<file path="src/rtl/io_mem_responder_pkg.sv">
// Shared definitions for the IO memory-mapped responder: register offsets,
// their decoded word indices and the status bit positions.
package io_mem_responder_pkg;

   localparam logic [7:0] OFF_RX_STATUS = 8'h00;
   localparam logic [7:0] OFF_RX_DATA   = 8'h04;
   localparam logic [7:0] OFF_TX_STATUS = 8'h08;
   localparam logic [7:0] OFF_TX_DATA   = 8'h0C;
   localparam logic [7:0] OFF_CYCLE     = 8'h10;
   localparam logic [7:0] OFF_INSTR     = 8'h14;
   localparam logic [7:0] OFF_CLEAR     = 8'h18;

   localparam logic [5:0] IDX_RX_STATUS = OFF_RX_STATUS[7:2];
   localparam logic [5:0] IDX_RX_DATA   = OFF_RX_DATA[7:2];
   localparam logic [5:0] IDX_TX_STATUS = OFF_TX_STATUS[7:2];
   localparam logic [5:0] IDX_TX_DATA   = OFF_TX_DATA[7:2];
   localparam logic [5:0] IDX_CYCLE     = OFF_CYCLE[7:2];
   localparam logic [5:0] IDX_INSTR     = OFF_INSTR[7:2];
   localparam logic [5:0] IDX_CLEAR     = OFF_CLEAR[7:2];

   localparam int RX_NONEMPTY_BIT = 0;
   localparam int TX_EMPTY_BIT    = 0;

endpackage

</file>
<file path="src/rtl/io_rx_fifo.sv">
// Small synchronous FIFO buffering received UART bytes until software reads
// them. Depth must be a power of two so the pointers wrap naturally.
module io_rx_fifo #(
   parameter int WIDTH = 8,
   parameter int DEPTH = 4
) (
   input  logic                     clk,
   input  logic                     rst,
   input  logic                     push,
   input  logic [WIDTH-1:0]         push_data,
   input  logic                     pop,
   output logic [WIDTH-1:0]         head,
   output logic                     full,
   output logic                     empty,
   output logic [$clog2(DEPTH):0]   count
);

   localparam int PW = $clog2(DEPTH);
   localparam logic [PW:0] DEPTH_C = (PW+1)'(DEPTH);

   logic [WIDTH-1:0] mem [DEPTH];
   logic [PW-1:0]    wr_ptr;
   logic [PW-1:0]    rd_ptr;
   logic             do_push;
   logic             do_pop;

   assign full    = (count == DEPTH_C);
   assign empty   = (count == '0);
   assign do_push = push & ~full;
   assign do_pop  = pop & ~empty;
   assign head    = mem[rd_ptr];

   // Storage array has no reset; only the pointers and count define contents
   always_ff @(posedge clk) begin
      if (!rst && do_push) begin
         mem[wr_ptr] <= push_data;
      end
   end

   // Pointer and occupancy bookkeeping; a simultaneous push and pop leaves count alone
   always_ff @(posedge clk) begin
      if (rst) begin
         wr_ptr <= '0;
         rd_ptr <= '0;
         count  <= '0;
      end else begin
         if (do_push) begin
            wr_ptr <= wr_ptr + 1'b1;
         end
         if (do_pop) begin
            rd_ptr <= rd_ptr + 1'b1;
         end
         case ({do_push, do_pop})
            2'b10:   count <= count + 1'b1;
            2'b01:   count <= count - 1'b1;
            default: count <= count;
         endcase
      end
   end

endmodule

</file>
<file path="src/rtl/io_mem_responder.sv">
// Memory-mapped IO responder: UART receive FIFO and transmit holding
// register, free-running cycle and retired-instruction counters, and a
// one-cycle registered read port.
module io_mem_responder
   import io_mem_responder_pkg::*;
#(
   parameter int RX_FIFO_DEPTH = 4
) (
   input  logic        clk,
   input  logic        rst,
   input  logic [7:0]  Addr,
   input  logic [3:0]  StoreMaskIO,
   input  logic        LoadIO,
   input  logic [31:0] WriteData,
   output logic [31:0] ReadData,
   input  logic        InstrRetire,
   input  logic [7:0]  UARTRxData,
   input  logic        UARTRxDataValid,
   output logic        UARTRxDataReady,
   output logic [7:0]  UARTTxData,
   output logic        UARTTxDataValid,
   input  logic        UARTTxDataReady
);

   logic [5:0]                       word;
   logic                             store_any;
   logic                             rx_pop;
   logic [7:0]                       rx_head;
   logic                             rx_full;
   logic                             rx_empty;
   logic [$clog2(RX_FIFO_DEPTH):0]   rx_count;
   logic                             tx_valid;
   logic [7:0]                       tx_data;
   logic                             tx_write;
   logic                             tx_done;
   logic                             counter_clear;
   logic [31:0]                      cycle_count;
   logic [31:0]                      instr_count;
   logic [31:0]                      read_next;
   logic                             unused_bits;

   assign word            = Addr[7:2];
   assign store_any       = |StoreMaskIO;
   assign rx_pop          = LoadIO && (word == IDX_RX_DATA);
   assign tx_write        = StoreMaskIO[0] && (word == IDX_TX_DATA);
   assign tx_done         = tx_valid && UARTTxDataReady;
   assign counter_clear   = store_any && (word == IDX_CLEAR);
   assign UARTRxDataReady = ~rx_full;
   assign UARTTxData      = tx_data;
   assign UARTTxDataValid = tx_valid;
   assign unused_bits     = &{1'b0, Addr[1:0], WriteData[31:8], rx_count};

   io_rx_fifo #(
      .WIDTH (8),
      .DEPTH (RX_FIFO_DEPTH)
   ) u_rx_fifo (
      .clk       (clk),
      .rst       (rst),
      .push      (UARTRxDataValid),
      .push_data (UARTRxData),
      .pop       (rx_pop),
      .head      (rx_head),
      .full      (rx_full),
      .empty     (rx_empty),
      .count     (rx_count)
   );

   // Decode the register being read from current (pre-update) state
   always_comb begin
      read_next = '0;
      case (word)
         IDX_RX_STATUS: read_next[RX_NONEMPTY_BIT] = ~rx_empty;
         IDX_RX_DATA:   if (!rx_empty) read_next[7:0] = rx_head;
         IDX_TX_STATUS: read_next[TX_EMPTY_BIT] = ~tx_valid;
         IDX_CYCLE:     read_next = cycle_count;
         IDX_INSTR:     read_next = instr_count;
         default:       read_next = '0;
      endcase
   end

   // Read data register updates only on a load and holds otherwise
   always_ff @(posedge clk) begin
      if (rst) begin
         ReadData <= '0;
      end else if (LoadIO) begin
         ReadData <= read_next;
      end
   end

   // Transmit holding register; a write landing in the handshake cycle is dropped
   always_ff @(posedge clk) begin
      if (rst) begin
         tx_valid <= 1'b0;
         tx_data  <= '0;
      end else if (tx_done) begin
         tx_valid <= 1'b0;
      end else if (tx_write && !tx_valid) begin
         tx_valid <= 1'b1;
         tx_data  <= WriteData[7:0];
      end
   end

   // Performance counters; a clear write takes priority over counting
   always_ff @(posedge clk) begin
      if (rst || counter_clear) begin
         cycle_count <= '0;
         instr_count <= '0;
      end else begin
         cycle_count <= cycle_count + 32'd1;
         if (InstrRetire) begin
            instr_count <= instr_count + 32'd1;
         end
      end
   end

endmodule

</file>
<file path="config.mk">
export PLATFORM = sky130hd
export DESIGN_NAME = io_mem_responder
export DESIGN_NICKNAME = d
export VERILOG_FILES = /design/src/rtl/io_mem_responder_pkg.sv /design/src/rtl/io_rx_fifo.sv /design/src/rtl/io_mem_responder.sv
export SDC_FILE = /design/constraint.sdc
export NUM_CORES = 1
export LEC_CHECK = 0
export ABC_CLOCK_PERIOD_IN_PS = 4580
export BUFFER_PORTS_ARGS = -buffer_cell sky130_fd_sc_hd__buf_2
export CAP_MARGIN = 20
export CORE_MARGIN = 3
export CORE_UTILIZATION = 60
export CTS_CLUSTER_DIAMETER = 40
export DETAILED_ROUTE_END_ITERATION = 6
export PLACE_DENSITY_LB_ADDON = 0.3
export REMOVE_ABC_BUFFERS = 1
export SYNTH_ARGS = -nofsm -noshare
export SYNTH_HDL_FRONTEND = slang
export SYNTH_SLANG_ARGS = --single-unit
</file>
<file path="constraint.sdc">
create_clock -name clk -period 4.58 [get_ports clk]
set_input_delay 0.687 -clock clk [delete_from_list [all_inputs] [get_ports clk]]
set_output_delay 0.687 -clock clk [all_outputs]
set_load 0.01 [all_outputs]
</file>
==> results by group, run 1 <==
Floorplan
  • Core Footprint: about 0.010 mm2
  • IO Pins: 100
  • Chip width: 109 um
  • Die Y: 109 um
  • Core Rows: 37
  • Die footprint: 0.0119 mm2
  • Initial Utilization: 0.619

Route
  • Initial drt markers: 407
  • Wire per inst: 17.3 um
  • Via count: 5223
  • # DRC: 0
  • ANT nets after route: 0
  • Drt pass-1 iters: 5
  • Routed wire length: 14.6 mm
  • Vias/cell: around 6.2

Clock network
  • Clock root buffer: clkbuf_8
  • Reg clk slew, reported paths: 60 ps
  • Clk_lat worst skew: 520 ps
  • Total CTS buffers: 17
  • Max Buffers Root-to-Sink: 2
  • H-tree Lvls: 4
  • Cts hold-fix bufs: 0
  • Cts repair resizes: 0
  • CTS tree: yes
  • Clock Sinks: 146
  • Post-CTS Setup Bufs: 0

STA
  • Count of final max-slew check failures: 0
  • Final Hold Fails: 0
  • Period utilisation layout: 0.557
  • Min cycle time layout: between 2000 and 3000 ps
  • Worst Skew: 5.79 ps
  • RSZ-0062 raised after global routing: false
  • Max Clk Rate: 392 MHz
  • Setup Viol. Count Final: 0
  • TNS Setup: 0 ps
  • Worst slew margin: 0.287
  • Worst Tran Pin Value: around 1100 ps

Synth
  • Post-Syn Instances: 636
  • Post-synth EDFFs: 32
  • Yosys cell types: 50
  • Register bit count reported by yosys: approximately 150
  • Ys flop type: dfxtp_1
  • FFs w/ async S/R, synth: 0
  • Post-Syn Area: 0.00639 mm2
  • Synthesis Warnings: 0
  • Mapped Avg Cell Area: 10.1 um2
  • Seq/Total Area, Yosys: 0.507

Global route
  • Initial antenna violation count: 0
  • Vias in the first global route: between 5000 and 6000
  • First-pass GRT wire length: around 24 mm
  • GRT Residual Overflow: 0
  • Gr usage total: 0.255
  • Largest net degree at the start of global routing: 51

Setup path
  • Reg2Reg Depth: 5
  • Reg-to-reg startpoint: cycle_count[0]$_SDFF_PP0_
  • Arr. time, crit path: 3000 ps
  • Crit path max-delay family: simple AND/OR/NAND/NOR gates
  • Cells along the critical path: ha_1 -> nand3_1 -> or4_1 -> or4_1 -> a21oi_1
  • CP Class: reg2reg
  • CP Data Required Time: slightly above 5000 ps
  • CP Launch Type: flip-flop
  • Buf+Inv Stages, Crit Path: 0
  • Critical Path Max Stage Delay: roughly 860 ps
  • Critical path endpoint category: flip-flop
  • Worst R2R Setup Slack: 2030 ps
  • Slowest cell on crit path: or4_1
  • CP dominant cell by count: or4_1
  • RR Endpoint: cycle_count[22]$_SDFF_PP0_
  • CP max FO: 19

Status
  • Status: finished clean

Pwr
  • Pwr Density: 393 mW/mm2
  • Max IR drop VDD: 0.400 mV
  • Pleak: 2.67 nW
  • Total power: 0.00293 W

Finish
  • # fillers: 749
  • Antenna Cells: 0
  • Layout area overhead: 16.7%
  • Commonest non-fill, non-tap cell in the layout: dfxtp_1
  • Final #Nets: 761
  • Layout cells sized above 1: 0.182
  • Most frequent cells in the layout: dfxtp_1, buf_2, nor2_1

Placement
  • Port Buffers: 73
  • Placer Congestion: approximately 0.83
  • DP Wirelength: roughly 9.7 mm

Hold path
  • Hold crit path type: in2reg
  • Hold_sp: UARTRxData[0]
  • Min-Delay Path Depth: 1
  • Hold Path End: u_rx_fifo.mem[0][0]$_DFFE_PP_

Job
  • Max-cap violations: 0
## cell usage after synthesis, types with 5 or more instances
| cell type | count | area share |
|---|---|---|
| a211oi_1 | 24 | 0.028 |
| a21oi_1 | 39 | 0.031 |
| a221o_1 | 7 | 0.011 |
| a22o_1 | 7 | 0.0096 |
| a22oi_1 | 24 | 0.028 |
| and2_1 | 7 | 0.0068 |
| and3_1 | 5 | 0.0049 |
| and4_1 | 13 | 0.018 |
| clkbuf_1 | 31 | 0.018 |
| dfxtp_1 | 114 | 0.36 |
| edfxtp_1 | 32 | 0.15 |
| ha_1 | 7 | 0.014 |
| inv_1 | 16 | 0.0094 |
| mux2i_1 | 13 | 0.020 |
| mux4_2 | 8 | 0.028 |
| nand2_1 | 23 | 0.013 |
| nand2b_1 | 5 | 0.0049 |
| nand3_1 | 26 | 0.020 |
| nand4_1 | 19 | 0.019 |
| nor2_1 | 67 | 0.039 |
| nor3_1 | 8 | 0.0063 |
| nor4_1 | 5 | 0.0049 |
| o21ai_0 | 16 | 0.013 |
| o31ai_1 | 20 | 0.023 |
| or3_1 | 16 | 0.016 |
| or4_1 | 26 | 0.031 |
| xnor2_1 | 15 | 0.021 |
| xor2_1 | 11 | 0.015 |
## how the worst max path moves through the flow
stage | start | endpoint | slack (ps) | depth (start not counted)
final | cycle_count[0]$_SDFF_PP0_ | cycle_count[22]$_SDFF_PP0_ | 2030 | 5
after floorplan | Addr[5] | ReadData[10]$_SDFFE_PP0P_ | 1140 | 4
after global routing | Addr[5] | u_rx_fifo.count[2]$_SDFFE_PP0P_ | 1910 | 11
after CTS | cycle_count[0]$_SDFF_PP0_ | cycle_count[22]$_SDFF_PP0_ | 2040 | 5
after global placement | Addr[5] | u_rx_fifo.count[2]$_SDFFE_PP0P_ | 1780 | 11
after detailed placement | Addr[5] | u_rx_fifo.count[2]$_SDFFE_PP0P_ | 1660 | 11
## layer usage
layer,GRT usage,share of wire
met2,0.439,0.52
met3,0.0468,0.052
met5,0,0
met4,0.0971,0.014
met1,0.318,0.42
## metrics by stage
stage	util	instance area, um2	setup WS, ps	instances	hold slack, ps
floorplan	-	6230	1140	597	437
detailed placement	0.662	6830	1660	812	442
global placement	0.660	6810	1780	811	435
CTS	0.723	7460	2040	844	365
global route	0.723	7460	1910	844	376
finish	0.723	7460	2030	844	374
## kinds of logic after synthesis
logic type               Yosys count  share of synthesized area
AND/OR/NAND/NOR                  236                      0.205
XOR/XNOR                          26                     0.0356
adder cells (fa/ha/maj)            8                     0.0168
multiplexers                      21                     0.0485
flip-flops                       146                      0.507
buffers and inverters             55                     0.0354
AO/OA/AOI/OAI                    144                      0.151
## layout make-up
| cell class | instances | area (um2) | share of cell area |
|---|---|---|---|
| Inverter | 16 | 60.1 | 0.00805 |
| Clock inverter | 9 | 123 | 0.0164 |
| Clock buffer | 23 | 509 | 0.0682 |
| Tap cell | 136 | 170 | 0.0228 |
| Timing Repair Buffer | 79 | 423 | 0.0567 |
| Multi-Input combinational cell | 435 | 2940 | 0.393 |
| Sequential cell | 146 | 3240 | 0.435 |
## power by group
group / internal, W / leakage, nW / switching, W
clock: 0.000934 / 0.314 / 0.000507
combinational: 0.0000494 / 1.14 / 0.0000825
sequential: 0.00134 / 1.21 / 0.0000168
## state kept, by name, summed over array words and instances (netlist names), named ones only
register,cells
ReadData,32
u_rx_fifo.wr_ptr,2
u_rx_fifo.rd_ptr,2
UARTTxData,8
UARTTxDataValid,1
cycle_count,32
u_rx_fifo.count,3
instr_count,32
u_rx_fifo.mem,32
No activity file was read; power rests on OpenSTA's default activity.
==> inputs of run 2 (changes only) <==
--- a/config.mk
+++ b/config.mk
@@ -5,11 +5,11 @@
 export SDC_FILE = /design/constraint.sdc
 export NUM_CORES = 1
 export LEC_CHECK = 0
-export ABC_CLOCK_PERIOD_IN_PS = 4580
+export ABC_CLOCK_PERIOD_IN_PS = 2300
 export BUFFER_PORTS_ARGS = -buffer_cell sky130_fd_sc_hd__buf_2
 export CAP_MARGIN = 20
 export CORE_MARGIN = 3
-export CORE_UTILIZATION = 60
+export CORE_UTILIZATION = 51
 export CTS_CLUSTER_DIAMETER = 40
 export DETAILED_ROUTE_END_ITERATION = 6
 export PLACE_DENSITY_LB_ADDON = 0.3
==> constraint.sdc (replaced) <==
create_clock -name clk -period 2.3 [get_ports clk]
set_input_delay 0.345 -clock clk [delete_from_list [all_inputs] [get_ports clk]]
set_output_delay 0.345 -clock clk [all_outputs]
set_load 0.01 [all_outputs]
==> results by group, run 2 (synthesis results as in run 1) <==
Floorplan
  • Die footprint: 0.0139 mm2 (+17%)
  • Core Rows: 40 (+8.1%)
  • Chip width: 118 um (+8.0%)
  • Die Y: 118 um (+8.0%)
  • Initial Utilization: 0.528 (-0.0914)
  • Core Footprint: 0.0121 mm2 (+17%)
  • IO Pins: 100 (unchanged)

Route
  • # DRC: 0 (unchanged)
  • ANT nets after route: 0 (unchanged)
  • Vias/cell: 5.92 (-4.4%)
  • Via count: 5330 (+2.0%)
  • Initial drt markers: 374 (-8.1%)
  • Wire per inst: 16.3 um (-6.3%)
  • Routed wire length: 14.6 mm (about the same)
  • Drt pass-1 iters: 5 (unchanged)

Setup path
  • CP Data Required Time: 2640 ps (-2390 ps)
  • Reg-to-reg startpoint: cycle_count[1]$_SDFF_PP0_
  • Worst R2R Setup Slack: 110 ps (-1920 ps)
  • Cells along the critical path: ha_2 -> nand3_1 -> or4_1 -> buf_4 -> or4_1 -> a21oi_1
  • CP Class: reg2reg
  • Critical Path Max Stage Delay: 540 ps (-320 ps)
  • CP max FO: 19 (unchanged)
  • CP dominant cell by count: or4_1
  • Reg2Reg Depth: 6 (+1)
  • CP Launch Type: flip-flop
  • Critical path endpoint category: flip-flop
  • RR Endpoint: cycle_count[26]$_SDFF_PP0_
  • Arr. time, crit path: 2530 ps (-470 ps)
  • Slowest cell on crit path: or4_1

Clock network
  • Total CTS buffers: 17 (unchanged)
  • Max Buffers Root-to-Sink: 2 (unchanged)
  • Cts hold-fix bufs: 0 (unchanged)
  • Post-CTS Setup Bufs: 0 (unchanged)
  • Clk_lat worst skew: 420 ps (-100 ps)
  • Clock Sinks: 146 (unchanged)
  • H-tree Lvls: 4 (unchanged)
  • Clock root buffer: clkbuf_16
  • CTS tree: yes
  • Reg clk slew, reported paths: 60 ps (about the same)

STA
  • Setup Viol. Count Final: 0 (unchanged)
  • Worst slew margin: 0.582 (+0.295)
  • Period utilisation layout: 0.954 (+0.397)
  • Final Hold Fails: 0 (unchanged)
  • Min cycle time layout: 2190 ps (-358 ps)
  • RSZ-0062 raised after global routing: false
  • Worst Tran Pin Value: 627 ps (-437 ps)
  • Count of final max-slew check failures: 0 (unchanged)
  • TNS Setup: 0 ps (unchanged)
  • Worst Skew: 9.36 ps (+3.57 ps)
  • Max Clk Rate: 456 MHz (+16%)

Global route
  • Vias in the first global route: 5025 (+0.38%)
  • Largest net degree at the start of global routing: 59 (+16%)
  • GRT Residual Overflow: 0 (unchanged)
  • First-pass GRT wire length: 24.2 mm (+2.1%)
  • Gr usage total: 0.214 (-0.0407)
  • Initial antenna violation count: 1 (+1)

Finish
  • Most frequent cells in the layout: dfxtp_1, buf_2, nor2_1
  • Utilization after layout: 0.631 (-0.0916)
  • Area of the multi-input gates: 0.00296 mm2 (+0.85%)
  • Layout area overhead: 19.6%
  • # fillers: 1008 (+35%)
  • Antenna Cells: 0 (unchanged)
  • Design area: 0.00765 mm2 (+2.4%)
  • FF+latch area: 0.00325 mm2 (+0.12%)
  • Commonest non-fill, non-tap cell in the layout: dfxtp_1
  • Final #Nets: 786 (+3.3%)
  • Layout cells sized above 1: 0.221 (+0.0388)

Pwr
  • Switching Power: 0.00126 W (+110%)
  • Pleak: 2.72 nW (+1.8%)
  • Total power: 0.00552 W (+88%)
  • Pint: 0.00426 W (+83%)
  • Max IR drop VDD: 0.674 mV (+69%)
  • Comb power frac: 0.052 (+0.007)
  • Seq pwr share: 0.489 (+0.026)
  • Clock share of power: 0.459 (-0.033)
  • Pwr Density: 722 mW/mm2 (+84%)
  • Switching share of total power: 0.228 (+0.0210)

Hold path
  • Min-Delay Path Depth: 1 (unchanged)
  • Hold_sp: UARTRxData[1]
  • Hold crit path type: in2reg
  • Hold Path End: u_rx_fifo.mem[0][1]$_DFFE_PP_

Status
  • Status: finished clean

Job
  • Max-cap violations: 0 (unchanged)

Placement
  • Placer Congestion: 0.839 (+1.4%)
  • DP Wirelength: 10.3 mm (+6.2%)
  • Area post-placement: 0.00707 mm2 (+3.5%)
  • Port Buffers: 73 (unchanged)
## run 2: layer usage
metal,vias to the layer above,GRT usage,routed length [um]
li1,2576,-,-
met1,2580,0.267,6340
met2,143,0.358,7180
met3,29,0.0490,772
met4,2,0.0894,344
met5,-,0,8
## run 2: how the worst max path moves through the flow
stage / from / to / slack, ps / cells after the start
after floorplan: Addr[5] / ReadData[10]$_SDFFE_PP0P_ / -800 / 4
after global placement: Addr[5] / u_rx_fifo.count[2]$_SDFFE_PP0P_ / -80 / 11
after detailed placement: Addr[5] / u_rx_fifo.count[2]$_SDFFE_PP0P_ / -240 / 11
after CTS: u_rx_fifo.count[0]$_SDFFE_PP0P_ / u_rx_fifo.count[2]$_SDFFE_PP0P_ / 50 / 8
after global routing: cycle_count[1]$_SDFF_PP0_ / cycle_count[28]$_SDFF_PP0_ / 30 / 6
final: cycle_count[1]$_SDFF_PP0_ / cycle_count[26]$_SDFF_PP0_ / 110 / 6
## run 2: cell type report
cell class              count  area share
multi-input cells         435       0.387
well taps                 168      0.0275
clock inverters            14      0.0152
flip-flops and latches    146       0.425
clock buffers              18      0.0561
inverters                  16     0.00785
repair buffers            104      0.0815
## run 2: worst max-delay path: cells and delay by family, from the launching register on
kind | cells | cell delay [ps]
DFF | 1 | 350
adders and majority gates | 1 | 210
AOI/OAI and AO/OA | 1 | 170
and+or+nand+nor | 3 | 1170
buffers and inverters | 1 | 210
## run 2: what timing repair did
| item | 4_1_cts | 5_1_grt |
|---|---|---|
| resized for setup | 4 | 7 |
| endpoints found under the setup margin | 1 | 7 |
| pin swaps | 2 | 1 |
## run 2: per-stage QoR
stage	setup WS [ps]	hold WS (ps)	instances
CTS	51.7	130	901
detailed placement	-245	457	869
floorplan	-800	414	597
global placement	-77.1	449	869
finish	106	145	901
global route	27.1	134	901
## run 2: power by group through the flow
stage               registers, W  clock network, W  logic, W
CTS                      0.00270           0.00258  0.000286
finish                   0.00270           0.00253  0.000287
floorplan                0.00276                 0  0.000117
detailed placement       0.00276                 0  0.000284
global placement         0.00275                 0  0.000271
global route             0.00271           0.00270  0.000319
==> inputs of run 3 (changes only) <==
--- a/config.mk
+++ b/config.mk
@@ -5,11 +5,12 @@
 export SDC_FILE = /design/constraint.sdc
 export NUM_CORES = 1
 export LEC_CHECK = 0
+export ABC_AREA = 1
 export ABC_CLOCK_PERIOD_IN_PS = 2300
 export BUFFER_PORTS_ARGS = -buffer_cell sky130_fd_sc_hd__buf_2
 export CAP_MARGIN = 20
 export CORE_MARGIN = 3
-export CORE_UTILIZATION = 51
+export CORE_UTILIZATION = 52
 export CTS_CLUSTER_DIAMETER = 40
 export DETAILED_ROUTE_END_ITERATION = 6
 export PLACE_DENSITY_LB_ADDON = 0.3
==> results by group, run 3 <==
Floorplan
  • Core Rows: 42 (+5.0%)
  • IO Pins: 100 (unchanged)
  • Chip width: 125 um (+6.0%)
  • Die footprint: 0.0156 mm2 (+12%)
  • Initial Utilization: 0.544 (+0.0157)
  • Die Y: 125 um (+6.0%)
  • Core Footprint: 0.0136 mm2 (+12%)

Setup path
  • Cells along the critical path: inv_1 -> nand3_1 -> nand2_1 -> ha_1 -> inv_1 -> fa_1 -> a21oi_1 -> o21ai_0 -> o21ai_0 -> a21oi_1
  • Worst path depth: 10 (+4)
  • RR Endpoint: u_rx_fifo.count[2]$_SDFFE_PP0P_
  • Critical Path Max Stage Delay: 380 ps (-160 ps)
  • Origin of the worst setup path: u_rx_fifo.count[1]$_SDFFE_PP0P_
  • Reg-to-reg startpoint: u_rx_fifo.count[1]$_SDFFE_PP0P_
  • CP max FO: 5 (-14)
  • Buf+Inv Stages, Crit Path: 2 (+1)
  • Crit path max-delay family: adder cells
  • Arr. time, crit path: 2230 ps (-300 ps)
  • Critical Path Sink: u_rx_fifo.count[2]$_SDFFE_PP0P_
  • CP Class: reg2reg
  • CP Data Required Time: 2620 ps (-20 ps)
  • Slowest cell on crit path: fa_1
  • Worst R2R Setup Slack: 390 ps (+290 ps)
  • Critical path endpoint category: flip-flop
  • CP Launch Type: flip-flop
  • Reg2Reg Depth: 10 (+4)

Finish
  • Area of the multi-input gates: 0.00346 mm2 (+17%)
  • Antenna Cells: 0 (unchanged)
  • Final #Nets: 1169 (+49%)
  • Utilization after layout: 0.628 (-0.00358)
  • # fillers: 1225 (+22%)
  • Commonest non-fill, non-tap cell in the layout: nand2_1
  • Most frequent cells in the layout: nand2_1, nor2_1, inv_1
  • FF+latch area: 0.00324 mm2 (-0.12%)
  • Layout cells sized above 1: 0.169 (-0.0517)
  • Design area: 0.00851 mm2 (+11%)
  • Layout area overhead: 15.4%

Synth
  • FFs w/ async S/R, synth: 0 (unchanged)
  • Synthesis Warnings: 0 (unchanged)
  • Post-Syn Instances: 1025 (+61%)
  • Seq/Total Area, Yosys: 0.440 (-0.0672)
  • Register bit count reported by yosys: 146 (unchanged)
  • Ys flop type: dfxtp_1
  • Top-count cell post-synth: nand2_1
  • Post-Syn Area: 0.00737 mm2 (+15%)
  • Top cells by count, synth: nand2_1, nor2_1, inv_1
  • Mapped Avg Cell Area: 7.19 um2 (-28%)
  • Dominant cells by area after synthesis: dfxtp_1, edfxtp_1, nand2_1, nor2_1, inv_1
  • Post-synth EDFFs: 32 (unchanged)
  • Yosys cell types: 38 (-24%)
  • Largest area contributor in the netlist: dfxtp_1
  • Post-synth top area share: 0.310 (-0.0473)

Global route
  • Gr usage total: 0.223 (+0.00919)
  • Initial antenna violation count: 0 (-1)
  • Vias in the first global route: 5911 (+18%)
  • First-pass GRT wire length: 28.3 mm (+17%)
  • Largest net degree at the start of global routing: 35 (-41%)
  • GRT Residual Overflow: 0 (unchanged)

STA
  • Final Hold Fails: 0 (unchanged)
  • Worst slew margin: 0.492 (-0.0902)
  • RSZ-0062 raised after global routing: false
  • Setup Viol. Count Final: 0 (unchanged)
  • Count of final max-slew check failures: 0 (unchanged)
  • Worst Skew: 8.81 ps (-0.546 ps)
  • Worst Tran Pin Value: 762 ps (+134 ps)
  • Max Clk Rate: 524 MHz (+15%)
  • Min cycle time layout: 1910 ps (-286 ps)
  • Final WS setup: 392 ps (+286 ps)
  • TNS Setup: 0 ps (unchanged)
  • Period utilisation layout: 0.830 (-0.124)

Route
  • # DRC: 0 (unchanged)
  • Routed wire length: 17.4 mm (+18%)
  • Initial drt markers: 511 (+37%)
  • Wire per inst: 13.4 um (-17%)
  • Drt pass-1 iters: 7 (+2)
  • Met3 routed wirelength: 1.07 mm (+39%)
  • ANT nets after route: 0 (unchanged)
  • Via count: 6539 (+23%)
  • Met1 wire length: 7.75 mm (+22%)
  • Uppermost layer routed: met4
  • Vias/cell: 5.06 (-14%)
  • Metal2 WL: 8.15 mm (+13%)

Placement
  • Port Buffers: 73 (unchanged)
  • DP Wirelength: 12.7 mm (+23%)
  • Placer Congestion: 0.943 (+12%)
  • Setup WS pre-CTS: 127 ps (+372 ps)
  • Area post-placement: 0.00792 mm2 (+12%)

Clock network
  • Total CTS buffers: 17 (unchanged)
  • Post-CTS Setup Bufs: 0 (unchanged)
  • Max Buffers Root-to-Sink: 2 (unchanged)
  • Clock Sinks: 146 (unchanged)
  • Cts hold-fix bufs: 0 (unchanged)
  • Clk_lat worst skew: 430 ps (about the same)
  • Clock root buffer: clkbuf_16
  • Cts repair resizes: 0 (-4)
  • Reg clk slew, reported paths: 60 ps (about the same)
  • CTS tree: yes
  • H-tree Lvls: 4 (unchanged)

Status
  • Status: finished clean

Job
  • Max-cap violations: 0 (unchanged)

Pwr
  • Pwr Density: 676 mW/mm2 (-6.3%)
  • Max IR drop VDD: 0.554 mV (-18%)
  • Pleak: 3.31 nW (+22%)

Hold path
  • Hold crit path type: in2reg
-- run 3: kinds of logic after synthesis --
| kind of cell | synth area share |
|---|---|
| AO/OA/AOI/OAI | 0.115 |
| XOR/XNOR | 0.00713 |
| adder cells (fa/ha/maj) | 0.0146 |
| buffers and inverters | 0.0903 |
| flip-flops | 0.440 |
| AND/OR/NAND/NOR | 0.333 |
-- run 3: per-layer routing --
metal	global-route usage	up-vias
li1	-	3419
met1	0.284	2894
met2	0.371	200
met3	0.0507	26
met4	0.0861	0
met5	0	-
-- run 3: stage by stage --
step / std cells / hold WS [ps] / total power (W)
CTS: 1292 / 123 / 0.00578
floorplan: 997 / 407 / 0.00291
global placement: 1260 / 450 / 0.00304
finish: 1292 / 128 / 0.00576
detailed placement: 1260 / 455 / 0.00305
global route: 1292 / 129 / 0.00595
-- run 3: worst min-delay path by stage --
stage / end / depth (start not counted) / startpoint
final: u_rx_fifo.mem[2][6]$_DFFE_PP_ / 1 / UARTRxData[6]
after global placement: cycle_count[29]$_SDFF_PP0_ / 2 / cycle_count[29]$_SDFF_PP0_
after detailed placement: cycle_count[29]$_SDFF_PP0_ / 2 / cycle_count[29]$_SDFF_PP0_
after floorplan: ReadData[2]$_SDFFE_PP0P_ / 1 / rst
after CTS: u_rx_fifo.mem[2][6]$_DFFE_PP_ / 1 / UARTRxData[6]
after global routing: u_rx_fifo.mem[2][6]$_DFFE_PP_ / 1 / UARTRxData[6]
-- run 3: cell type report --
type	instances	area share
multi-input combinational	712	0.407
sequential	146	0.381
inverter	139	0.0613
timing repair buffer	87	0.0553
clock buffer	18	0.0504
tap	176	0.0259
clock inverter	14	0.0191
-- run 3: power breakdown --
group,total (W),leakage [nW],switching [W],internal (W)
Sequential,0.00270,1.21,0.0000279,0.00267
Clock,0.00276,0.272,0.00107,0.00169
Combinational,0.000294,1.82,0.000190,0.000104
Total,0.00576,3.31,0.00129,0.00447
